File: src/rtl/cpu_multicycle_ctrl.sv
// Multicycle CPU control unit: sequences fetch/decode/execute/memory/writeback states,
// decodes opcodes, supervises memory handshakes with a timeout and raises exceptions.
module cpu_multicycle_ctrl #(
  parameter int unsigned MEM_TIMEOUT = 15,   // 1..255 wait cycles before a memory timeout
  parameter bit          SUPPORT_IMM = 1'b1  // enables addi and bne decode
) (
  input  logic       clk,
  input  logic       rst_n,
  input  logic [5:0] instruction_opcode,
  input  logic       hazard_detected,
  input  logic       mem_ready,
  output logic       pc_write,
  output logic       pc_write_cond,
  output logic       iord,
  output logic       ir_write,
  output logic       memread_ctrl,
  output logic       memwrite_ctrl,
  output logic       memtoreg_ctrl,
  output logic       regdst_ctrl,
  output logic       regwrite_ctrl,
  output logic       alusrc_a_ctrl,
  output logic [1:0] alusrc_b_ctrl,
  output logic [1:0] aluop_ctrl,
  output logic [1:0] pc_source,
  output logic       branch_ne,
  output logic       decode_exception_detected,
  output logic [1:0] exception_cause,
  output logic [3:0] ctrl_state
);

  typedef enum logic [3:0] {
    StIdle   = 4'd0,
    StFetch  = 4'd1,
    StDecode = 4'd2,
    StMemAdr = 4'd3,
    StMemRd  = 4'd4,
    StMemWb  = 4'd5,
    StMemWr  = 4'd6,
    StExec   = 4'd7,
    StAluWb  = 4'd8,
    StBranch = 4'd9,
    StJump   = 4'd10,
    StAddiEx = 4'd11,
    StAddiWb = 4'd12,
    StExcept = 4'd13
  } state_e;

  localparam logic [5:0] OpRtype = 6'b000000;
  localparam logic [5:0] OpLw    = 6'b100011;
  localparam logic [5:0] OpSw    = 6'b101011;
  localparam logic [5:0] OpBeq   = 6'b000100;
  localparam logic [5:0] OpJ     = 6'b000010;
  localparam logic [5:0] OpBne   = 6'b000101;
  localparam logic [5:0] OpAddi  = 6'b001000;

  localparam logic [1:0] CauseIllegal = 2'b01;
  localparam logic [1:0] CauseTimeout = 2'b10;

  localparam logic [7:0] TimeoutLast = 8'(MEM_TIMEOUT - 1);

  state_e     state_q, state_d;
  logic [7:0] wait_cnt_q, wait_cnt_d;
  logic [1:0] cause_q, cause_d;
  logic       in_wait;
  logic       timeout;

  assign in_wait = (state_q == StFetch) || (state_q == StMemRd) || (state_q == StMemWr);
  // The cycle whose missed handshake would bring the counter to MEM_TIMEOUT; a late
  // mem_ready in that same cycle still completes the access normally.
  assign timeout = in_wait && !mem_ready && (wait_cnt_q == TimeoutLast);

  // Next-state, exception cause and wait-counter update.
  always_comb begin
    state_d = state_q;
    cause_d = cause_q;
    unique case (state_q)
      StIdle:   state_d = StFetch;
      StFetch: begin
        if (mem_ready) begin
          state_d = StDecode;
        end else if (timeout) begin
          state_d = StExcept;
          cause_d = CauseTimeout;
        end
      end
      StDecode: begin
        if (!hazard_detected) begin
          case (instruction_opcode)
            OpRtype:    state_d = StExec;
            OpLw, OpSw: state_d = StMemAdr;
            OpBeq:      state_d = StBranch;
            OpJ:        state_d = StJump;
            OpBne:      state_d = SUPPORT_IMM ? StBranch : StExcept;
            OpAddi:     state_d = SUPPORT_IMM ? StAddiEx : StExcept;
            default:    state_d = StExcept;
          endcase
          if (state_d == StExcept) cause_d = CauseIllegal;
        end
      end
      StMemAdr: begin
        if (instruction_opcode == OpLw) begin
          state_d = StMemRd;
        end else if (instruction_opcode == OpSw) begin
          state_d = StMemWr;
        end else begin
          state_d = StExcept;
          cause_d = CauseIllegal;
        end
      end
      StMemRd: begin
        if (mem_ready) begin
          state_d = StMemWb;
        end else if (timeout) begin
          state_d = StExcept;
          cause_d = CauseTimeout;
        end
      end
      StMemWr: begin
        if (mem_ready) begin
          state_d = StFetch;
        end else if (timeout) begin
          state_d = StExcept;
          cause_d = CauseTimeout;
        end
      end
      StMemWb:  state_d = StFetch;
      StExec:   state_d = StAluWb;
      StAluWb:  state_d = StFetch;
      StBranch: state_d = StFetch;
      StJump:   state_d = StFetch;
      StAddiEx: state_d = StAddiWb;
      StAddiWb: state_d = StFetch;
      StExcept: state_d = StFetch;
      default: begin
        // Unused encodings 14/15 recover through the exception path.
        state_d = StExcept;
        cause_d = CauseIllegal;
      end
    endcase

    // Counter restarts on every state change, so each wait state is entered at zero.
    if (state_d != state_q) begin
      wait_cnt_d = 8'd0;
    end else if (in_wait && !mem_ready) begin
      wait_cnt_d = wait_cnt_q + 8'd1;
    end else begin
      wait_cnt_d = wait_cnt_q;
    end
  end

  // State, counter and cause registers.
  always_ff @(posedge clk or negedge rst_n) begin
    if (!rst_n) begin
      state_q    <= StIdle;
      wait_cnt_q <= 8'd0;
      cause_q    <= 2'b00;
    end else begin
      state_q    <= state_d;
      wait_cnt_q <= wait_cnt_d;
      cause_q    <= cause_d;
    end
  end

  // Datapath controls decoded from the current state.
  always_comb begin
    pc_write                  = 1'b0;
    pc_write_cond             = 1'b0;
    iord                      = 1'b0;
    ir_write                  = 1'b0;
    memread_ctrl              = 1'b0;
    memwrite_ctrl             = 1'b0;
    memtoreg_ctrl             = 1'b0;
    regdst_ctrl               = 1'b0;
    regwrite_ctrl             = 1'b0;
    alusrc_a_ctrl             = 1'b0;
    alusrc_b_ctrl             = 2'b00;
    aluop_ctrl                = 2'b00;
    pc_source                 = 2'b00;
    branch_ne                 = 1'b0;
    decode_exception_detected = 1'b0;
    case (state_q)
      StFetch: begin
        memread_ctrl  = 1'b1;
        alusrc_b_ctrl = 2'b01;
        ir_write      = mem_ready;
        pc_write      = mem_ready;
      end
      StDecode: alusrc_b_ctrl = 2'b11;
      StMemAdr: begin
        alusrc_a_ctrl = 1'b1;
        alusrc_b_ctrl = 2'b10;
      end
      StMemRd: begin
        memread_ctrl = 1'b1;
        iord         = 1'b1;
      end
      StMemWb: begin
        regwrite_ctrl = 1'b1;
        memtoreg_ctrl = 1'b1;
      end
      StMemWr: begin
        memwrite_ctrl = !timeout;
        iord          = 1'b1;
      end
      StExec: begin
        alusrc_a_ctrl = 1'b1;
        aluop_ctrl    = 2'b10;
      end
      StAluWb: begin
        regdst_ctrl   = 1'b1;
        regwrite_ctrl = 1'b1;
      end
      StBranch: begin
        alusrc_a_ctrl = 1'b1;
        aluop_ctrl    = 2'b01;
        pc_write_cond = 1'b1;
        pc_source     = 2'b01;
        branch_ne     = (instruction_opcode == OpBne);
      end
      StJump: begin
        pc_write  = 1'b1;
        pc_source = 2'b10;
      end
      StAddiEx: begin
        alusrc_a_ctrl = 1'b1;
        alusrc_b_ctrl = 2'b10;
      end
      StAddiWb: regwrite_ctrl = 1'b1;
      StExcept: begin
        decode_exception_detected = 1'b1;
        pc_write                  = 1'b1;
        pc_source                 = 2'b11;
      end
      default: ;
    endcase
  end

  assign ctrl_state      = state_q;
  assign exception_cause = cause_q;

endmodule
File: config.mk
export PLATFORM = sky130hd
export DESIGN_NAME = cpu_multicycle_ctrl
export DESIGN_NICKNAME = d
export VERILOG_FILES = /design/src/rtl/cpu_multicycle_ctrl.sv
export SDC_FILE = /design/constraint.sdc
export NUM_CORES = 1
export LEC_CHECK = 0
export CORE_MARGIN = 2
export CORE_UTILIZATION = 55
export CTS_BUF_LIST = sky130_fd_sc_hd__clkbuf_8
export DETAILED_ROUTE_END_ITERATION = 8
export PLACE_DENSITY = 0.89
export SKIP_LAST_GASP = 1
export SYNTH_ARGS = -nofsm -noshare
export SYNTH_HDL_FRONTEND = slang
export SYNTH_SLANG_ARGS = --single-unit
File: constraint.sdc
create_clock -name clk -period 6 [get_ports clk]
set_clock_uncertainty 0.15 [all_clocks]
set_input_delay 0.6 -clock clk [delete_from_list [all_inputs] [get_ports clk]]
set_output_delay 0.6 -clock clk [all_outputs]
set_load 0.05 [all_outputs]
---- Word-level counts from Yosys, hierarchy flattened ----
Cells that the tools add are included.
cells by class
  multiplexer cells ....................... 35
  add/sub/neg operators ................... 1
  eq/ne operators ......................... 28
  reduce and logical (&&, ||, !) cells .... 21
  bitwise gates (word level) .............. 1
operators with widths
  kind                 number
  $mux 4               9
  $pmux 4 s8           1
  $eq 4x4->1 const B   7
  $pmux 4 s5           1
  $eq 4x3->1 const B   4
  $mux 8               2
  $eq 6x3->1 const B   2
  $eq 6x6->1 const B   2
  $mux 2               6
  $pmux 2 s3           2
  $reduce_or 2->1      6
  $mux 1               11
  $ne 2x2->1 const B   5
  $reduce_or 9->1      1
  $add 8x1->8 const B  1
  $eq 4x2->1 const B   2
  $eq 8x4->1 const B   1
  $pmux 2 s4           1
  $reduce_and 7->1     1
  $reduce_or 7->1      1
  $eq 6x2->1 const B   1
  $eq 6x4->1 const B   1
  $logic_not 6->1      1
  $reduce_or 3->1      2
  12 further kinds     15
word-level totals
  word-level logic and storage cells ...... 89
  bits in registers ....................... 14

---- Logic depth before layout (Yosys ltp) ----
  depth in word-level cells ............... 10
  depth in mapped cells ................... 8

---- Worst setup path after synthesis ----
OpenSTA, ideal clock, no wires.
  kind .................................... register -> output
  from .................................... reg state_q[0], in the netlist ctrl_state[0]
  to ...................................... out branch_ne
  arrival time ............................ 2.647 ns
  data required time ...................... 5.250 ns
  cell stages (with the launch flop) ...... 6
  path buffers ............................ 2
  slack ................................... 2.603 ns
  cell sequence ........................... dfrtp_1 buf_4 clkbuf_1 nand2b_1 nor2_1 and4_1
on the way
  longest elaborated chain between the ends .. 2
ends and longest elaborated chain
  what                      RTL line  text
  start: declaration        61        state_e state_q, state_d;
  start signal: assignment  154       state_q <= StIdle;
  start signal: assignment  158       state_q <= state_d;
  $eq 4x4->1                181       case (state_q)
  $mux 1                    181
  end: declaration          25        output logic branch_ne,
Every way passes these cells.

---- Final worst setup path ----
  from .................................... in mem_ready
  to ...................................... out memwrite_ctrl
on the way
  longest elaborated chain between the ends .. 5
ends and longest elaborated chain
  what                            RTL line  text
  start: declaration              11        input logic mem_ready,
  $logic_not 1->1                 70        assign timeout = in_wait && !mem_ready && (wait_cnt_q == TimeoutLast);
  $logic_and 1x1->1 (2 in a row)  70
  $logic_not 1->1                 202       memwrite_ctrl = !timeout;
  $mux 1                          181
  end: declaration                17        output logic memwrite_ctrl,
Every way passes these cells.

==> flow_summary_export.csv <==
group,metric,value,unit
run_status,outcome,"finished clean",
clock_network,cts_hold_buf,0,
floorplan,rows,18,
routing,detail_route.wl_per_cell,17.1,um
worst_setup_path,crit_family,"buffers and inverters",
power_and_ir_drop,ir_worst_vdd,664,uV
clock_network,postCtsResizedCells,0,
worst_setup_path,cp.required,5.25,ns
synth,ys.flop_type,"dfrtp_1",
synth,synthCells,168,
timing,hold_viol_final,0,
synth,async_flop_share,100,%
synth,synth_edf_count,0,
run,cap_violations,0,
clock_network,clk_pin_slew,0.06,ns
worst_setup_path,slowest_delay,0.83,ns
timing,slew_headroom,45.2,%
worst_setup_path,cpMostUsedCell,"clkdlybuf4s50_1",
place,dp_cells,217,
power_and_ir_drop,p_sw,601,uW
synth,yosysUniqueCellTypes,56,
min_path,whs_path_depth,1,
final_layout,num_antenna_cells,0,
place,dp_hpwl,2.64,mm
timing,post-route-period-util,59.4,%
worst_setup_path,critical_path.slowest_cell,"clkdlybuf4s50_1",
clock_network,clk_latency,0.25,ns
place,io_buffers,33,
timing,rsz0062_at_grt,"false",
timing,fmax,280,MHz
final_layout,fin_nets,204,
worst_setup_path,r2r-start,"ctrl_state[3]",
worst_setup_path,crit_path_start_kind,"input port",
floorplan,pin_count,34,
timing,report.final.setup_viol,0,
power_and_ir_drop,p_comb_share,71.2,%
timing,min_period,3.57,ns
routing,drc_errors,0,
power_and_ir_drop,power_density,599,mW/mm^2
worst_setup_path,r2r-end,"wait_cnt_q[1]",
grt,grt_pass1_wl,6.09,mm
min_path,min_to,"exception_cause[0]",
grt,grt_pass1_vias,1324,
power_and_ir_drop,swShare,58.3,%
clock_network,cts_tree,"built",
final_layout,fin_cells,221,
power_and_ir_drop,p_clk_share,9.1,%
timing,tns,0,ns
power_and_ir_drop,p_leak,0.000645,uW
synth,synth-warning-count,0,
synth,ys_ff_latch,14,
routing,wl,3.78,mm
worst_setup_path,critPathBufInv,2,
timing,slew_viol_final,0,
clock_network,postCtsSetupBuffers,0,
grt,grt_max_degree,30,
floorplan,die_w,54.0,um
grt,track_usage,28.0,%
worst_setup_path,cp_cell_sequence,"clkdlybuf4s50_1 -> nor2b_1 -> and4_1 -> nor3_1 -> clkdlybuf4s50_1",
final_layout,synthToLayoutAreaGrowth,25.1,%
worst_setup_path,crit_type,"input port to output pin",
synth,synth_area,0.00137,sq mm
min_path,min_from,"exception_cause[0]",
synth,seq_area_frac_synth,25.5,%
synth,syn_area_per_cell,8.18,sq um
routing,initialDrtViolationCount,35,
floorplan,die_h,54.0,um
power_and_ir_drop,p_int,429,uW
worst_setup_path,arrival,2.82,ns
floorplan,core,0.00243,sq mm
floorplan,initial_utilization,56.5,%
power_and_ir_drop,seqPwrFrac,19.7,%
clock_network,cts_made_buffers,3,
worst_setup_path,r2r_cells,5,
clock_network,h-tree-depth,1,
worst_setup_path,rrSetupSlack,3.29,ns
place,place_congestion,0.824,
synth,syn_nets,180,
clock_network,clock_sinks,14,
clock_network,cts_root_buf,"clkbuf_8",
final_layout,drive_gt1_share,9.42,%
timing,tightest_slew,0.822,ns
clock_network,clock_path_buffers,2,
routing,viasPerCell,6.62,
routing,drtPass1Iterations,5,
worst_setup_path,path_max_fanout,13,
routing,postRouteAntennaNets,0,
min_path,hp-class,"register to register",
floorplan,die_area,0.00291,sq mm
worst_setup_path,worstSetupEndpointType,"output pin",
grt,antenna_found_initial,0,
grt,grt_overflow,0,
routing,vias,1463,
==> cell families (layout without fill, tap and decap cells) <==
family / count (synthesis) / in the layout / share of synthesized area (%)
fa+ha+maj: 2 / 2 / 1.82
compound gates: 45 / 45 / 26.2
flops: 14 / 14 / 25.5
xor+xnor: 7 / 7 / 4.46
simple gates: 81 / 81 / 35.0
buf+inv: 19 / 42 / 7.01
==> worst max-delay path by stage <==
| stage | slack [ns] | start | cells after the start | to |
|---|---|---|---|---|
| floorplan | 2.60 | ctrl_state[0] | 5 | branch_ne |
| global placement | 2.51 | mem_ready | 5 | memwrite_ctrl |
| detailed placement | 2.47 | mem_ready | 5 | memwrite_ctrl |
| CTS | 2.46 | mem_ready | 5 | memwrite_ctrl |
| global route | 2.35 | mem_ready | 5 | memwrite_ctrl |
| finish | 2.43 | mem_ready | 5 | memwrite_ctrl |
==> layer usage <==
| metal | wire length [um] | share of wire, % | global-route usage (%) |
|---|---|---|---|
| met1 | 1640 | 43 | 38.5 |
| met2 | 1840 | 49 | 45.3 |
| met3 | 227 | 6.0 | 5.28 |
| met4 | 72 | 1.9 | 6.25 |
| met5 | 0 | 0 | 0 |
==> cell usage in the layout, fill, tap and decap left out, types with 5 or more instances in the layout <==
cell,synthesis,layout
inv_1,5,5
o21ai_0,11,11
and3_1,5,5
nand2_1,12,12
nand2b_1,6,6
nor4_1,9,9
nor2_1,17,17
dfrtp_1,14,14
clkdlybuf4s50_1,0,33
==> synth_stat cells (all sizes together) (3+ instances only) <==
cell type  number  area, sq um
xor2            4         35.0
and3            5         31.3
clkbuf          5         20.0
nor4           10         68.8
a21oi           5         32.5
nand4           3         18.8
a31oi           3         18.8
xnor2           3         26.3
dfrtp          14          350
nor4b           4         35.0
buf             9         57.6
a211oi          3         22.5
o21ai          11         55.1
and2            3         18.8
nand2          12         45.0
nor2b           3         18.8
nor2           17         63.8
nand2b          7         46.3
a21o            3         22.5
inv             5         18.8
==> sequential cells by signal, indices dropped and copies added (netlist names) <==
register	flops
exception_cause	2
ctrl_state	4
wait_cnt_q	8
==> cell type report <==
cell class              instances  area (sq um)
inverters                       5          18.8
fillers                       196           713
clock buffers                   4          55.1
flip-flops and latches         14           350
multi-input cells             135           927
repair buffers                 33           330
well taps                      30          37.5
==> per-stage QoR <==
stage | area (sq um) | util, % | worst slack (ns) | hold WS (ns) | total power (uW)
floorplan | 1370 | - | 2.60 | 0.154 | 739
global placement | 1660 | 68.4 | 2.51 | 0.323 | 902
detailed placement | 1660 | 68.4 | 2.47 | 0.335 | 920
CTS | 1720 | 70.7 | 2.46 | 0.348 | 1020
global route | 1720 | 70.7 | 2.35 | 0.373 | 1080
finish | 1720 | 70.7 | 2.43 | 0.342 | 1030
==> power groups by stage <==
| stage | registers [uW] | clock network, uW | logic, uW |
|---|---|---|---|
| CTS | 198 | 93.5 | 728 |
| global placement | 197 | 0 | 704 |
| global route | 211 | 97.5 | 776 |
| finish | 203 | 93.9 | 733 |
| detailed placement | 200 | 0 | 720 |
| floorplan | 174 | 0 | 565 |
Power figures use the tool's default switching activity.
